## src/rtl/change_dispenser_pkg.sv

```systemverilog
// Shared types and constants for the vending-machine coin-return path.
// Latency: n/a (declarations only).
// Backpressure: n/a.
package vend_pkg;

    // Coin denomination index: 0 = smallest coin, 3 = largest coin
    typedef logic [1:0] coin_idx_t;

    // Default coin face values, indexed by coin_idx_t
    localparam int DEF_COIN3_VAL = 20;
    localparam int DEF_COIN2_VAL = 10;
    localparam int DEF_COIN1_VAL = 5;
    localparam int DEF_COIN0_VAL = 1;

    // Largest credit the purchase side can accumulate
    localparam int DEF_MAX_BALANCE = 79;

    // Hopper settle time between coins
    localparam int DEF_GAP_CYCLES = 2;

    // Payout sequencer states
    typedef enum logic [2:0] {
        IDLE   = 3'd0,
        SELECT = 3'd1,
        ISSUE  = 3'd2,
        GAP    = 3'd3,
        DONE   = 3'd4
    } disp_state_t;

endpackage

```

## src/rtl/change_dispenser_coin_select.sv

```systemverilog
// Greedy coin picker: highest available denomination not exceeding the credit.
// Latency: combinational.
// Backpressure: none; pure function of its inputs.
module coin_select
    import vend_pkg::*;
#(
    parameter int COIN3_VAL = DEF_COIN3_VAL,
    parameter int COIN2_VAL = DEF_COIN2_VAL,
    parameter int COIN1_VAL = DEF_COIN1_VAL,
    parameter int COIN0_VAL = DEF_COIN0_VAL
) (
    input  logic [7:0] i_remaining,
    input  logic [3:0] i_avail,
    output coin_idx_t  o_sel,
    output logic       o_found
);

    // Priority search from the largest coin down; found=0 means nothing fits
    always_comb begin
        o_sel   = 2'd0;
        o_found = 1'b0;
        if (i_avail[3] && (i_remaining >= 8'(COIN3_VAL))) begin
            o_sel   = 2'd3;
            o_found = 1'b1;
        end else if (i_avail[2] && (i_remaining >= 8'(COIN2_VAL))) begin
            o_sel   = 2'd2;
            o_found = 1'b1;
        end else if (i_avail[1] && (i_remaining >= 8'(COIN1_VAL))) begin
            o_sel   = 2'd1;
            o_found = 1'b1;
        end else if (i_avail[0] && (i_remaining >= 8'(COIN0_VAL)) && (i_remaining != 8'd0)) begin
            o_sel   = 2'd0;
            o_found = 1'b1;
        end
    end

endmodule

```

## src/rtl/change_dispenser.sv

```systemverilog
// Breaks a returned credit into coins (largest first) and feeds them to the hopper; optional inventory via CHANGE_INVENTORY_EN.
// Latency: start at cycle N -> first coin_valid at N+2 (zero balance -> done at N+2); GAP_CYCLES idle cycles after every coin.
// Backpressure: coin_valid/coin_sel held until hopper_ready; waits indefinitely, start ignored while busy or in DONE.
module change_dispenser
    import vend_pkg::*;
#(
    parameter int COIN3_VAL   = DEF_COIN3_VAL,
    parameter int COIN2_VAL   = DEF_COIN2_VAL,
    parameter int COIN1_VAL   = DEF_COIN1_VAL,
    parameter int COIN0_VAL   = DEF_COIN0_VAL,
    parameter int MAX_BALANCE = DEF_MAX_BALANCE,
    parameter int GAP_CYCLES  = DEF_GAP_CYCLES
) (
    input  logic       clk,
    input  logic       rst,
    input  logic       start,
    input  logic [7:0] balance,
    input  logic       hopper_ready,
`ifdef CHANGE_INVENTORY_EN
    input  logic       refill,
    input  logic [1:0] refill_sel,
`endif
    output logic       coin_valid,
    output logic [1:0] coin_sel,
    output logic       busy,
    output logic       done,
    output logic       error,
    output logic [7:0] remaining,
    output logic [3:0] coin_count
);

    disp_state_t r_state;
    disp_state_t w_state_nxt;

    logic [7:0] r_remaining;
    logic [3:0] r_coin_count;
    logic       r_error;
    coin_idx_t  r_coin_sel;
    logic [7:0] r_gap_cnt;

    logic       w_load;
    logic       w_bad_balance;
    logic       w_latch;
    logic       w_xfer;
    logic       w_shortage;
    logic       w_gap_last;
    logic [7:0] w_coin_val;
    logic [3:0] w_avail;
    coin_idx_t  w_sel;
    logic       w_found;

`ifdef CHANGE_INVENTORY_EN
    logic [7:0] r_inv [4];

    // Per-denomination stock: refill adds one (saturating), a transfer takes one; both together cancel
    always_ff @(posedge clk or posedge rst) begin
        if (rst) begin
            for (int k = 0; k < 4; k++) begin
                r_inv[k] <= 8'd0;
            end
        end else begin
            for (int k = 0; k < 4; k++) begin
                if (refill && (refill_sel == 2'(k)) && !(w_xfer && (r_coin_sel == 2'(k)))) begin
                    if (r_inv[k] != 8'hFF) begin
                        r_inv[k] <= r_inv[k] + 8'd1;
                    end
                end else if (w_xfer && (r_coin_sel == 2'(k)) && !(refill && (refill_sel == 2'(k)))) begin
                    r_inv[k] <= r_inv[k] - 8'd1;
                end
            end
        end
    end

    // A denomination is usable only while its stock is non-zero
    always_comb begin
        for (int k = 0; k < 4; k++) begin
            w_avail[k] = (r_inv[k] != 8'd0);
        end
    end
`else
    // Unlimited stock: every denomination is always usable
    assign w_avail = 4'hF;
`endif

    coin_select #(
        .COIN3_VAL (COIN3_VAL),
        .COIN2_VAL (COIN2_VAL),
        .COIN1_VAL (COIN1_VAL),
        .COIN0_VAL (COIN0_VAL)
    ) u_coin_select (
        .i_remaining (r_remaining),
        .i_avail     (w_avail),
        .o_sel       (w_sel),
        .o_found     (w_found)
    );

    // Face value of the coin currently being offered
    always_comb begin
        w_coin_val = 8'(COIN0_VAL);
        case (r_coin_sel)
            2'd3:    w_coin_val = 8'(COIN3_VAL);
            2'd2:    w_coin_val = 8'(COIN2_VAL);
            2'd1:    w_coin_val = 8'(COIN1_VAL);
            default: w_coin_val = 8'(COIN0_VAL);
        endcase
    end

    assign w_gap_last = (int'(r_gap_cnt) >= (GAP_CYCLES - 1));

    // State register
    always_ff @(posedge clk or posedge rst) begin
        if (rst) begin
            r_state <= IDLE;
        end else begin
            r_state <= w_state_nxt;
        end
    end

    // Next-state and datapath strobes
    always_comb begin
        w_state_nxt   = r_state;
        w_load        = 1'b0;
        w_bad_balance = 1'b0;
        w_latch       = 1'b0;
        w_xfer        = 1'b0;
        w_shortage    = 1'b0;
        case (r_state)
            IDLE: begin
                if (start) begin
                    w_load = 1'b1;
                    if (balance > 8'(MAX_BALANCE)) begin
                        w_bad_balance = 1'b1;
                        w_state_nxt   = DONE;
                    end else begin
                        w_state_nxt = SELECT;
                    end
                end
            end
            SELECT: begin
                if (r_remaining == 8'd0) begin
                    w_state_nxt = DONE;
                end else if (!w_found) begin
                    // Only reachable when stock has run out
                    w_shortage  = 1'b1;
                    w_state_nxt = DONE;
                end else begin
                    w_latch     = 1'b1;
                    w_state_nxt = ISSUE;
                end
            end
            ISSUE: begin
                if (hopper_ready) begin
                    w_xfer      = 1'b1;
                    w_state_nxt = (GAP_CYCLES == 0) ? SELECT : GAP;
                end
            end
            GAP: begin
                if (w_gap_last) begin
                    w_state_nxt = SELECT;
                end
            end
            DONE: begin
                w_state_nxt = IDLE;
            end
            default: begin
                w_state_nxt = IDLE;
            end
        endcase
    end

    // Payout bookkeeping: load on accepted start, pick on SELECT, debit on transfer
    always_ff @(posedge clk or posedge rst) begin
        if (rst) begin
            r_remaining  <= 8'd0;
            r_coin_count <= 4'd0;
            r_error      <= 1'b0;
            r_coin_sel   <= 2'd0;
        end else begin
            if (w_load) begin
                r_remaining  <= balance;
                r_coin_count <= 4'd0;
                r_error      <= w_bad_balance;
            end
            if (w_latch) begin
                r_coin_sel <= w_sel;
            end
            if (w_xfer) begin
                r_remaining <= r_remaining - w_coin_val;
                if (r_coin_count != 4'hF) begin
                    r_coin_count <= r_coin_count + 4'd1;
                end
            end
            if (w_shortage) begin
                r_error <= 1'b1;
            end
        end
    end

    // Settle counter runs only while in GAP
    always_ff @(posedge clk or posedge rst) begin
        if (rst) begin
            r_gap_cnt <= 8'd0;
        end else if (r_state == GAP) begin
            r_gap_cnt <= r_gap_cnt + 8'd1;
        end else begin
            r_gap_cnt <= 8'd0;
        end
    end

    // Outputs decode straight from state so reset drops coin_valid immediately
    assign coin_valid = (r_state == ISSUE);
    assign busy       = (r_state == SELECT) || (r_state == ISSUE) || (r_state == GAP);
    assign done       = (r_state == DONE);
    assign coin_sel   = r_coin_sel;
    assign error      = r_error;
    assign remaining  = r_remaining;
    assign coin_count = r_coin_count;

endmodule

```

## config.mk

```make
export PLATFORM = sky130hd
export DESIGN_NAME = change_dispenser
export DESIGN_NICKNAME = d
export VERILOG_FILES = /design/src/rtl/change_dispenser_pkg.sv /design/src/rtl/change_dispenser_coin_select.sv /design/src/rtl/change_dispenser.sv
export SDC_FILE = /design/constraint.sdc
export NUM_CORES = 1
export LEC_CHECK = 0
export ABC_AREA = 1
export CORE_UTILIZATION = 48
export DETAILED_ROUTE_END_ITERATION = 7
export GPL_TIMING_DRIVEN = 0
export PLACE_DENSITY = 0.82
export SYNTH_ARGS = -nofsm -noshare
export SYNTH_HDL_FRONTEND = slang
export SYNTH_SLANG_ARGS = --single-unit
```

## constraint.sdc

```tcl
create_clock -name clk -period 1.91 [get_ports clk]
set_input_delay 0.382 -clock clk [delete_from_list [all_inputs] [get_ports clk]]
set_output_delay 0.382 -clock clk [all_outputs]
set_load 0.1 [all_outputs]
```

==> results of run 1 <==
-- final cells by class --
type / count / area share
clock buffers: 3 / 0.0105
multi-input cells: 165 / 0.416
flip-flops and latches: 26 / 0.309
repair buffers: 29 / 0.138
clock inverters: 1 / 0.0140
inverters: 44 / 0.0770
well taps: 46 / 0.0268
plain buffers: 2 / 0.00875
-- layer usage --
| metal | global-route usage | wire length (um) | vias to the layer above |
|---|---|---|---|
| met1 | 0.278 | 1750 | 687 |
| met3 | 0.0186 | 117 | 4 |
| li1 | - | - | 821 |
| met5 | 0 | 0 | - |
| met2 | 0.344 | 1600 | 40 |
| met4 | 0.0571 | 38 | 0 |
-- what timing repair did --
| action | 4_1_cts | 5_1_grt |
|---|---|---|
| gates resized for setup | 61 | 1 |
| buffers inserted | 0 | 0 |
| setup endpoints to repair | 18 | 1 |
| pin swaps | 0 | 0 |
-- state kept, by name, indices dropped and copies added (netlist names) --
name / flops
r_gap_cnt: 8
coin_count: 4
error: 1
remaining: 8
r_state: 3
coin_sel: 2
-- path summary, 6_finish.rpt --
kind	endpoint	slack (ns)	cells past startpoint
setup / recovery	coin_valid	0.09	4
hold / removal	error	0.51	2
setup reg to reg	remaining[6]	0.19	9
hold reg to reg	error	0.51	2
max in group asynchronous	coin_sel[1]	0.64	2
min in group asynchronous	error	0.56	2
-- critical path, stage by stage (launching register included) --
cell and delay (ns):
dfrtp_1 0.42, inv_1 0.13, nand2_2 0.11, nor2_4 0.14, buf_4 0.31
-- cells by family (layout without fill, tap and decap cells) --
| family | after synthesis | count (layout) | synth area share |
|---|---|---|---|
| buf+inv | 46 | 79 | 0.107 |
| fa+ha+maj | 10 | 10 | 0.0773 |
| compound gates | 39 | 39 | 0.120 |
| xor+xnor | 2 | 2 | 0.0102 |
| flops | 26 | 26 | 0.379 |
| simple gates | 114 | 114 | 0.306 |
-- through the flow --
stage          utilization  instance area (um2)  instances  setup WS, ns
2_1_floorplan            -                 1740        237        -0.130
3_3_place_gp         0.615                 2080        312        -0.360
3_5_place_dp         0.615                 2080        312        -0.367
4_1_cts              0.632                 2140        316        0.0751
5_1_grt              0.633                 2140        316       0.00552
6_report             0.633                 2140        316        0.0889
-- layout by cell type, fill, tap and decap left out, types with 3 or more instances in the layout --
cell type         n
a21oi_1           9
clkbuf_4          3
clkdlybuf4s15_2  15
clkdlybuf4s50_1  11
dfrtp_1          19
dfrtp_2           6
ha_1              9
inv_1            42
nand2_1          52
nand3_1          18
nand3b_1          3
nand4_1           3
nor2_1           23
nor2_2            3
o21ai_0          22
o21ai_1           3
or2_2             3
==> metrics.cfg, run 1 <==
[timing]
min_period_ns = 1.82
finalCritPeriodShare = 0.953
skew_ns = 0.00880
rsz0062_at_grt = no
setup_viol_count_final = 0
relSlewSlack = 0.337
fmax_mhz = 549
holdWs_ns = 0.510
slew_violations = 0
worst_pin_slew_ns = 0.994
hold_viol = 0
setup_tns_ns = 0

[setup_path]
crit_arrival_ns = 1.44
worst_r2r_startpoint = coin_sel[1]
cp.required_ns = 1.53
critPathMaxFanout = 4
crit_start = r_state[2]
crit_path_start_kind = flop
crit_type = flop to primary output
cp-end-kind = primary output

[route]
ant_nets = 0
vias_per_cell = 4.91
vias = 1552
drtIter0Drc = 65
drt-total-wl_mm = 3.51
drt_first_pass_iters = 4
drc_errors = 0
wire_per_inst_um = 11.1

[synth]
synth_edf_count = 0
postSynthCellCount = 237
yosys_register_bits = 26
syn_nets = 259
yosysWarnings = 0
synth_common_cells = 52 x nand2_1, 42 x inv_1, 26 x dfrtp_1
yosysSeqAreaShare = 0.379
synth_top_area_frac = 0.379
synthArstFlopShare = 1.00
synthFlopType = dfrtp_1
synth_area_um2 = 1720
synth_top_cells_by_area = dfrtp_1 38%, nand2_1 11%, inv_1 9.2%
synth.distinct_cells = 30
synth_most_common_cell = nand2_1
yosysTopAreaCell = dfrtp_1
avgSynthCellArea_um2 = 7.24

[clock_network]
h-tree-depth = 1
cts_hold_buf = 0
cts_tree = done
clkTransAtPathRegs_ns = 0.15
clk_latency_ns = 0.33
root_buffer = clkbuf_4
clockBufferDepth = 2
cts.sinks = 26
numCtsBuffers = 3

[cells_and_area]
antenna_cells = 0
fin_nets = 293
multi_input_area_um2 = 892
drive_gt1_frac = 0.167
seqCellArea_um2 = 662
fill_cells = 278
syn_to_final_growth_pct = 24.9

[grt]
grt_pass1_vias = 1347
grt_remaining_overflow = 0
antenna_found_initial = 0
grt_max_degree = 27
track_usage = 0.203
grt_pass1_wl_mm = 5.73

[die]
fp-row-count = 21
dieArea_um2 = 3820
die_w_um = 61.8
start_util = 0.506
num_io_pins = 30
die_h_um = 61.8
core_um2 = 3390

[placement]
port_buffers = 29
place_congestion = 0.899
dp_hpwl_mm = 2.67

[hold_path]
hold_start = error
hp-class = flop to flop

[flow_run]
maxCapViolations = 0

[outcome]
status = completed

Power of run 1 is left out: the tool's default activity adds up to more than one toggle a clock period on the data nets, which glitch-free logic cannot reach.
==> inputs of run 2 (changes only) <==
--- a/config.mk
+++ b/config.mk
@@ -6,10 +6,9 @@
 export NUM_CORES = 1
 export LEC_CHECK = 0
 export ABC_AREA = 1
-export CORE_UTILIZATION = 48
+export CORE_UTILIZATION = 45
 export DETAILED_ROUTE_END_ITERATION = 7
-export GPL_TIMING_DRIVEN = 0
-export PLACE_DENSITY = 0.82
+export PLACE_DENSITY = 0.78
 export SYNTH_ARGS = -nofsm -noshare
 export SYNTH_HDL_FRONTEND = slang
 export SYNTH_SLANG_ARGS = --single-unit
==> constraint.sdc (replaced) <==
create_clock -name clk -period 2.35 [get_ports clk]
set_input_delay 0.47 -clock clk [delete_from_list [all_inputs] [get_ports clk]]
set_output_delay 0.47 -clock clk [all_outputs]
set_load 0.1 [all_outputs]
==> run 2 against run 1 <==
Global-route usage rose by 0.34 points. Die area rose by 6.5%. Clock skew is 0.0052 ns lower. Flip-flop and latch count did not move. Highest routed layer unchanged.
==> metrics.cfg, run 2 (synthesis results as in run 1) <==
[outcome]
status = completed

[timing]
fmax_mhz = 572
skew_ns = 0.00358  ; -0.00522 ns
min_period_ns = 1.75
relSlewSlack = 0.687  ; +0.350
slew_violations = 0  ; unchanged
worst_slack_ns = 0.601  ; +0.512 ns
finalCritPeriodShare = 0.744
rsz0062_at_grt = no
setup_viol_count_final = 0  ; unchanged
worst_pin_slew_ns = 0.468  ; -0.525 ns
setup_tns_ns = 0  ; unchanged
hold_viol = 0  ; unchanged

[route]
ant_nets = 0  ; unchanged
drt_first_pass_iters = 5  ; +1
drc_errors = 0  ; unchanged
drt-total-wl_mm = 3.67  ; +4.7%
wire_per_inst_um = 11.6  ; +4.4%
drtIter0Drc = 70  ; +7.7%
vias_per_cell = 5.15  ; +4.8%
vias = 1631  ; +5.1%

[setup_path]
critPathMaxFanout = 4  ; unchanged
path_buf_inv = 2  ; unchanged
cp.required_ns = 1.88  ; +0.35 ns
cp-end-kind = primary output
slowest_delay_ns = 0.39  ; -0.03 ns
crit_path_start_kind = flop
crit_chain = inv_1, nand2_2, nor2_4, buf_12
crit_family = flip-flops
crit_arrival_ns = 1.28  ; -0.16 ns
crit_type = flop to primary output
slowest_stage = dfrtp_1

[clock_network]
numCtsBuffers = 3  ; unchanged
clkTransAtPathRegs_ns = 0.09  ; -0.06 ns
cts_tree = done
root_buffer = clkbuf_8
cts_hold_buf = 0  ; unchanged
cts_resized = 0  ; -100%
clk_latency_ns = 0.27  ; -0.06 ns
h-tree-depth = 1  ; unchanged
cts.sinks = 26  ; unchanged
cts_setup_buffers = 0  ; unchanged
clockBufferDepth = 2  ; unchanged

[die]
dieArea_um2 = 4070  ; +6.5%
core_um2 = 3660  ; +8.0%
num_io_pins = 30  ; unchanged
start_util = 0.469  ; -0.0376
fp-row-count = 22  ; +4.8%
die_w_um = 63.8  ; +3.2%
die_h_um = 63.8  ; +3.2%

[cells_and_area]
postLayoutCoreUtil = 0.567  ; -0.0654
antenna_cells = 0  ; unchanged
fin_nets = 293  ; unchanged
final_common_cell = nand2_1
post-route-cell-area_um2 = 2080  ; -3.2%
mostFrequentLayoutCells = 52 x nand2_1, 42 x inv_1, 26 x dfrtp_1
fill_cells = 351  ; +26%
syn_to_final_growth_pct = 21.0
drive_gt1_frac = 0.130  ; -0.0366

[flow_run]
maxCapViolations = 0  ; unchanged

[placement]
placed_area_um2 = 2040  ; -2.3%
pre_cts_slack_ns = 0.532  ; +0.899 ns
place_congestion = 0.809  ; -10%
dp_hpwl_mm = 2.91  ; +8.9%
port_buffers = 29  ; unchanged

[grt]
grt_pass1_vias = 1585  ; +18%
grt_remaining_overflow = 0  ; unchanged
antenna_found_initial = 0  ; unchanged
track_usage = 0.206  ; +0.00338
grt_pass1_wl_mm = 6.62  ; +16%
grt_max_degree = 27  ; unchanged

[hold_path]
hp-class = flop to flop

run 2: cell count changes in the layout (fill, tap and decap cells not counted), moves of 3 or more:
cell and delta:
dfrtp_2 -6, clkbuf_8 +3, clkbuf_4 -3, clkdlybuf4s15_2 -15
dfrtp_1 +7, buf_4 +17
run 2: layer usage:
metal,vias up,share of wire,GRT usage
li1,819,-,-
met4,0,0.014,0.0824
met2,45,0.49,0.355
met5,-,0,0
met1,762,0.44,0.261
met3,5,0.054,0.0250
run 2: through the flow:
stage,hold WS [ns],instances
after floorplan,0.475,237
after CTS,0.523,317
after global routing,0.567,317
after global placement,0.505,314
after detailed placement,0.510,314
final,0.519,317
run 2: cell type report:
type / count / area, um2 / area share
Multi-Input combinational cell: 165 / 887 / 0.427
Sequential cell: 26 / 651 / 0.313
Timing Repair Buffer: 31 / 273 / 0.131
Inverter: 44 / 165 / 0.0795
Tap cell: 48 / 60.1 / 0.0289
Clock buffer: 3 / 41.3 / 0.0199
run 2: final timing paths:
check | startpoint | end | slack, ns | cells after the start
max in group asynchronous | rst | r_state[1] | 1.55 | 3
worst min-delay path | r_gap_cnt[0] | r_gap_cnt[0] | 0.52 | 1
worst min register to register | r_gap_cnt[0] | r_gap_cnt[0] | 0.52 | 1
worst max register to register | coin_sel[1] | remaining[6] | 0.66 | 12
min in group asynchronous | rst | r_gap_cnt[1] | 0.54 | 3
worst max-delay path | r_state[2] | coin_valid | 0.60 | 4
Power of run 2 is left out for the same reason.
==> inputs of run 3 (changes only) <==
==> constraint.sdc (replaced) <==
create_clock -name clk -period 1.7 [get_ports clk]
set_input_delay 0.34 -clock clk [delete_from_list [all_inputs] [get_ports clk]]
set_output_delay 0.34 -clock clk [all_outputs]
set_load 0.1 [all_outputs]
==> run 3 against run 2 <==
Sequential share of layout area shrank 3.7 points. Die area did not move. Critical path depth is the same. Largest cell class unchanged. First-iteration DRC count increased by 5.7%. Wire length is 6.0% higher. Via count shrank 0.18%. Register-to-register slack got worse by 0.56 ns. Setup slack worse by 0.51 ns.
==> metrics.cfg, run 3 (synthesis results as in run 1) <==
[setup_path]
worst_r2r_startpoint = coin_sel[1]
cp-end-kind = primary output
r2r_end = remaining[6]
rrSetupSlack_ns = 0.10  ; -0.56 ns
crit_arrival_ns = 1.27  ; about the same
cp.required_ns = 1.36  ; -0.52 ns
critPathMaxFanout = 4  ; unchanged
crit_start = r_state[2]
cp-endpoint = coin_valid
rr_worst_depth = 9  ; -3
crit_path_start_kind = flop
crit_type = flop to primary output

[route]
drtIter0Drc = 74  ; +5.7%
drt_first_pass_iters = 5  ; unchanged
drc_errors = 0  ; unchanged
vias_per_cell = 5.06  ; -1.7%
drt-total-wl_mm = 3.89  ; +6.0%
wire_per_inst_um = 12.1  ; +4.3%
ant_nets = 0  ; unchanged
vias = 1628  ; -0.18%

[placement]
dp_hpwl_mm = 3.07  ; +5.4%
pre_cts_slack_ns = 0.0423  ; -0.490 ns
port_buffers = 29  ; unchanged
place_congestion = 0.870  ; +7.5%

[grt]
grt_max_degree = 27  ; unchanged
grt_pass1_vias = 1617  ; +2.0%
grt_remaining_overflow = 0  ; unchanged
grt_pass1_wl_mm = 6.69  ; +1.1%
track_usage = 0.213  ; +0.00621
antenna_found_initial = 0  ; unchanged

[timing]
finalCritPeriodShare = 0.947
min_period_ns = 1.61
fmax_mhz = 621
rsz0062_at_grt = yes
setup_viol_count_final = 0  ; unchanged
hold_viol = 0  ; unchanged
relSlewSlack = 0.774  ; +0.0875
slew_violations = 0  ; unchanged
worst_pin_slew_ns = 0.338  ; -0.130 ns
worst_slack_ns = 0.0909  ; -0.510 ns
skew_ns = 0.00352  ; -0.0000650 ns

[clock_network]
root_buffer = clkbuf_8
cts_hold_buf = 0  ; unchanged
numCtsBuffers = 3  ; unchanged
clk_latency_ns = 0.28  ; about the same
cts.sinks = 26  ; unchanged
cts_tree = done
clockBufferDepth = 2  ; unchanged
h-tree-depth = 1  ; unchanged
clkTransAtPathRegs_ns = 0.09  ; about the same

[die]
core_um2 = 3660  ; unchanged
dieArea_um2 = 4070  ; unchanged
fp-row-count = 22  ; unchanged
num_io_pins = 30  ; unchanged
start_util = 0.469  ; unchanged
die_h_um = 63.8  ; unchanged
die_w_um = 63.8  ; unchanged

[cells_and_area]
syn_to_final_growth_pct = 42.1
antenna_cells = 0  ; unchanged
drive_gt1_frac = 0.263  ; +0.133
fin_nets = 297  ; +1.4%
final_common_cell = nand2_1
mostFrequentLayoutCells = 47 x nand2_1, 37 x inv_1, 22 x nor2_1

[hold_path]
hp-class = primary input to asynchronous set/reset pin

[outcome]
status = completed

[flow_run]
maxCapViolations = 0  ; unchanged

==> run 3: changes by cell type in the layout (fill, tap and decap cells not counted), sizes merged <==
cell,before,now
buf,20,24
clkbuf,3,4
==> run 3: routing by layer <==
metal / track usage / vias up / part of all wire
li1: - / 837 / -
met1: 0.237 / 739 / 0.43
met2: 0.388 / 37 / 0.51
met3: 0.0214 / 15 / 0.024
met4: 0.125 / 0 / 0.035
met5: 0 / - / 0
==> run 3: metrics by stage <==
step                      std cells  hold WS (ns)  utilization  TNS (ns)  area (um2)
after detailed placement        316         0.518        0.636         0        2330
after global routing            322         0.444        0.666   -0.0158        2440
final                           322         0.407        0.666         0        2440
after CTS                       320         0.416        0.651         0        2380
after floorplan                 237         0.380            -    -0.563        1790
after global placement          316         0.505        0.636         0        2330
==> run 3: worst max-delay path: stages (launching register included) <==
cell and delay (ns):
dfrtp_1 0.41, inv_2 0.09, nand2_2 0.09, nor2_4 0.19, buf_12 0.20
==> run 3: area by class of cell <==
class / count / area [um2]
flip-flops and latches: 26 / 674
well taps: 48 / 60.1
repair buffers: 35 / 515
clock buffers: 4 / 55.1
fillers: 296 / 1220
inverters: 44 / 170
multi-input cells: 165 / 963
==> run 3: worst min-delay path by stage <==
stage                       startpoint             to  slack [ns]  cells after the start
after floorplan                    rst  coin_count[2]        0.38                      1
after global placement    r_gap_cnt[0]   r_gap_cnt[0]        0.51                      1
after detailed placement  r_gap_cnt[0]   r_gap_cnt[0]        0.52                      1
after CTS                          rst   r_gap_cnt[3]        0.42                      3
after global routing               rst   r_gap_cnt[3]        0.44                      3
final                              rst   r_gap_cnt[6]        0.41                      3
==> run 3: timing repair <==
item,4_1_cts,5_1_grt
endpoints found under the setup margin,0,6
gates resized for setup,0,12
buffers inserted,0,2
Power of run 3 is left out for the same reason.
==> RTL edit 1: new RTL, flow settings as in run 3 <==
`DEF_MAX_BALANCE`: 79 -> 39.
--- a/src/rtl/change_dispenser_pkg.sv
+++ b/src/rtl/change_dispenser_pkg.sv
@@ -13,7 +13,7 @@
     localparam int DEF_COIN0_VAL = 1;
 
     // Largest credit the purchase side can accumulate
-    localparam int DEF_MAX_BALANCE = 79;
+    localparam int DEF_MAX_BALANCE = 39;
 
     // Hopper settle time between coins
     localparam int DEF_GAP_CYCLES = 2;
Behaviour: not the same (Yosys sat finds a counterexample within 4 cycles, from zero or initial values and one cycle with rst high).
==> RTL edit 1 against run 3 <==
Area after synthesis rose by 0.15%. Critical path depth rose by 6. Sequential share of layout area rose by 0.20 points. Die area rose by 0.14%. Design area fell by 0.72%. Sequential cell count did not move. Wire length rose by 2.8%. Setup slack got worse by 0.048 ns. Fmax fell by 2.9%. Via count fell by 0.43%. Clock skew barely moved.
Power is not shown: default switching activity piles up to over one toggle a cycle in this logic, so the estimate is an artifact.
==> RTL edit 1: results (changes against run 3) <==
Final wirelength: 4000 µm (+2.8%)
Largest net degree at the start of global routing: 27 (unchanged)
Worst-path clk slew: 0.09 ns (about the same)
Placed inst area: 0.00234 mm² (+0.43%)
Area contributors post-synth: dfrtp_1 (38%), nand2_1 (11%), inv_1 (8.7%), ha_1 (6.6%), o21ai_0 (6.4%)
Sequential share of cell area: 27.9% (+0.20 points)
Post-Layout Cell Count: 321 (-0.31%)
CTS root buffer: clkbuf_8
CP Launch Point: coin_sel[0]
Mapped Cells: 235 (-0.84%)
Max Clock Skew: 0.00379 ns (+0.000274 ns)
GPL Wtd Cong: 0.892 (+2.6%)
Final hold slack: 0.416 ns (+0.00955 ns)
Outcome: complete, no violations
Synth cell count leaders: nand2_1 (49), inv_1 (40), dfrtp_1 (26), nor2_1 (26), o21ai_0 (22)
Setup Viol. Count Final: 0 (unchanged)
Num Clock Sinks: 26 (unchanged)
# H-tree levels: 1 (unchanged)
WP data arrival: 1.83 ns (+0.56 ns)
Count of unique library cells instantiated by Yosys: 29 (-3.3%)
R2r worst-path depth: 10 (+1)
Pre-CTS setup slack: 0.0610 ns (+0.0187 ns)
Iteration-0 DRC count of the detailed router: 79 (+6.8%)
Placed insts: 314 (-0.63%)
Crit-path max FO: 4 (unchanged)
Signal buffers: 36 (+2.9%)
Filler instances: 306 (+3.4%)
Nets: 296 (-0.34%)
Non-clk invs: 42 (-4.5%)
Period Utilization, post-route: 97.5% (+2.8 points)
Syn nets: 257 (-0.77%)
Non-Clock Buffer Area Fraction: 21.6% (+0.46 points)
Post-DP HPWL: 3080 µm (+0.49%)
Vias in the first global route: 1601 (-0.99%)
DR vias/cell: 5.05 (-0.12%)
Final-layout clock-cell area share: 1.86% (-0.40 points)
Total track usage: 20.6% (-0.70 points)
Worst-Margin Slew: 0.341 ns (+0.00251 ns)
Router iterations before antenna repair: 4 (-1)
R2r startpoint: coin_sel[0]
Sequential area share after synthesis: 37.8% (-0.055 points)
Core box area: 0.00366 mm² (unchanged)
First-pass GRT wire length: 6600 µm (-1.3%)
Multi-input logic area: 956 µm² (-0.78%)
Share of cells above drive strength 1: 23.8% (-2.5 points)
R2r setup slk: 0.04 ns (-0.06 ns)
Worst-Skew Late Latency: 0.27 ns
Endpoint of the worst setup timing path: remaining[4]
## RTL edit 1: layer usage
layer  track usage [%]  part of all wire, %  wire, µm  vias to the layer above
met4              4.83                 0.62        25                        0
li1                  -                    -         -                      828
met1              23.4                   42      1700                      753
met3              2.86                  4.0       161                        4
met2              39.8                   53      2120                       36
met5                 0                    0         0                        -
## RTL edit 1: critical path, cell delays in order, from the launching register on
cell     delay, ns
dfrtp_4       0.51
nor2_4        0.12
inv_2         0.06
ha_4          0.23
nand2_1       0.08
nand2_1       0.10
a21oi_2       0.15
xor2_1        0.15
nand2_1       0.06
nand2_1       0.05
inv_1         0.04
## RTL edit 1: cell families after synthesis
family	share of synthesized area (%)
AO/OA/AOI/OAI	13.2
XOR/XNOR	1.53
adder cells (fa/ha/maj)	7.71
buffers and inverters	10.5
flip-flops	37.8
AND/OR/NAND/NOR	29.3
==> RTL edit 2: new RTL, settings of run 3 <==
Without the edit above. The 5 states of `disp_state_t` get a one-hot encoding in 5 bits.
--- a/src/rtl/change_dispenser_pkg.sv
+++ b/src/rtl/change_dispenser_pkg.sv
@@ -19,12 +19,12 @@
     localparam int DEF_GAP_CYCLES = 2;
 
     // Payout sequencer states
-    typedef enum logic [2:0] {
-        IDLE   = 3'd0,
-        SELECT = 3'd1,
-        ISSUE  = 3'd2,
-        GAP    = 3'd3,
-        DONE   = 3'd4
+    typedef enum logic [4:0] {
+        IDLE   = 5'b00001,
+        SELECT = 5'b00010,
+        ISSUE  = 5'b00100,
+        GAP    = 5'b01000,
+        DONE   = 5'b10000
     } disp_state_t;
 
 endpackage
Check against the original RTL: same outputs for any inputs over 10 cycles, from zero or initial values and one cycle with rst high; not proved beyond that.
==> RTL edit 2 against run 3 <==
Wire length increased by 11%. Core utilization increased by 3.4 points. Design area increased by 6.7%. Sequential share of layout area increased by 0.39 points. Highest routed layer unchanged. Area after synthesis increased by 3.6%. Register-to-register slack got worse by 0.05 ns. Setup slack got worse by 0.055 ns. Sequential cell count increased by 2.
==> RTL edit 2: results (changes against run 3) <==
Filler instances: 295 (-0.34%)
Final-layout clock-cell area share: 1.73% (-0.53 points)
Max stage delay on crit path: 0.45 ns (+0.04 ns)
Clock group: 367 µW
Pre-CTS setup slack: 0.000156 ns (-0.0421 ns)
Final hold slack: 0.378 ns (-0.0289 ns)
Mapped Cells: 248 (+4.6%)
Share of cells above drive strength 1: 27.6% (+1.4 points)
Endpoint of the worst setup timing path: busy
Number of clock-tree buffers in the layout: 4 (unchanged)
GPL Wtd Cong: 0.850 (-2.3%)
Largest net degree at the start of global routing: 19 (-30%)
Area contributors post-synth: dfrtp_1 (38%), nand2_1 (16%), nand3_1 (8.2%), inv_1 (7.2%), ha_1 (6.3%)
Final wirelength: 4310 µm (+11%)
Multi-input logic area: 0.00105 mm² (+9.2%)
Vias in the first global route: 1569 (-3.0%)
Critical-path top delay cell: dfrtp_2
Count of unique library cells instantiated by Yosys: 27 (-10%)
Multi-In Gates: 182 (+10%)
First-pass GRT wire length: 6960 µm (+3.9%)
Area share of the largest cell type after synthesis: 38.0% (+0.074 points)
Register area: 729 µm² (+8.2%)
Non-clk invs: 37 (-16%)
Final core occ: 70.0% (+3.4 points)
PnR worst setup slack: 0.0364 ns (-0.0545 ns)
Comb pwr: 3530 µW
Iteration-0 DRC count of the detailed router: 123 (+66%)
ANT cells: 0 (unchanged)
DR vias/cell: 5.05 (-0.12%)
R2r worst-path depth: 11 (+2)
Non-Clock Buffer Area Fraction: 21.8% (+0.70 points)
Router iterations before antenna repair: 4 (-1)
Final Max Tran Viols: 0 (unchanged)
Post-DP HPWL: 3390 µm (+11%)
Worst-Margin Slew: 0.369 ns (+0.0312 ns)
Sequential area share after synthesis: 39.5% (+1.6 points)
Max Clock Skew: 0.00521 ns (+0.00170 ns)
Worst-path clk slew: 0.09 ns (about the same)
Signal buffers: 42 (+20%)
Num Clock Sinks: 28 (+7.7%)
WP data arrival: 1.32 ns (+0.05 ns)
Vias: 1722 (+5.8%)
Nets: 316 (+6.4%)
RR Endpoint: remaining[6]
CP Launch Point: r_state[3]
Worst-Skew Late Latency: 0.27 ns
Initial antenna violation count: 0 (unchanged)
Total track usage: 21.5% (+0.26 points)
Ys async rst share: 100% (unchanged)
Syn nets: 270 (+4.2%)
Crit-path max FO: 3 (-1)
Placed insts: 330 (+4.4%)
Placed inst area: 0.00245 mm² (+5.3%)
Synth cell count leaders: nand2_1 (76), inv_1 (34), nand3_1 (29)
Ys Warns: 0 (unchanged)
Die Area: 0.00421 mm² (+3.5%)
Worst Hold Class: input pin to asynchronous set/reset pin
R2r setup slk: 0.05 ns (-0.05 ns)
Outcome: complete, no violations
==> RTL edit 2: changes by cell type after synthesis, sizes merged, moves of 2 or more <==
cell	before	now
nand3b	3	1
inv	44	37
o21ai	25	11
nand2	54	79
o211ai	2	0
nor3	3	6
nand3	19	29
==> RTL edit 2: metal layers <==
metal | vias to the layer above | share of wire (%) | track usage [%]
li1 | 880 | - | -
met1 | 795 | 44 | 27.4
met2 | 45 | 51 | 38.0
met3 | 2 | 4.1 | 2.46
met4 | 0 | 0.72 | 5.83
met5 | - | 0 | 0
==> RTL edit 2: repair_timing <==
action	CTS	global route
gates resized for setup	0	11
gates cloned	0	0
pin swaps	0	2
setup buffers	1	6
endpoints found under the setup margin	1	7
==> RTL edit 2: cell families after synthesis <==
kind of cell	share of synthesized area, %
fa+ha+maj	7.45
simple gates	37.5
buf+inv	8.58
compound gates	6.05
xor+xnor	0.985
flops	39.5
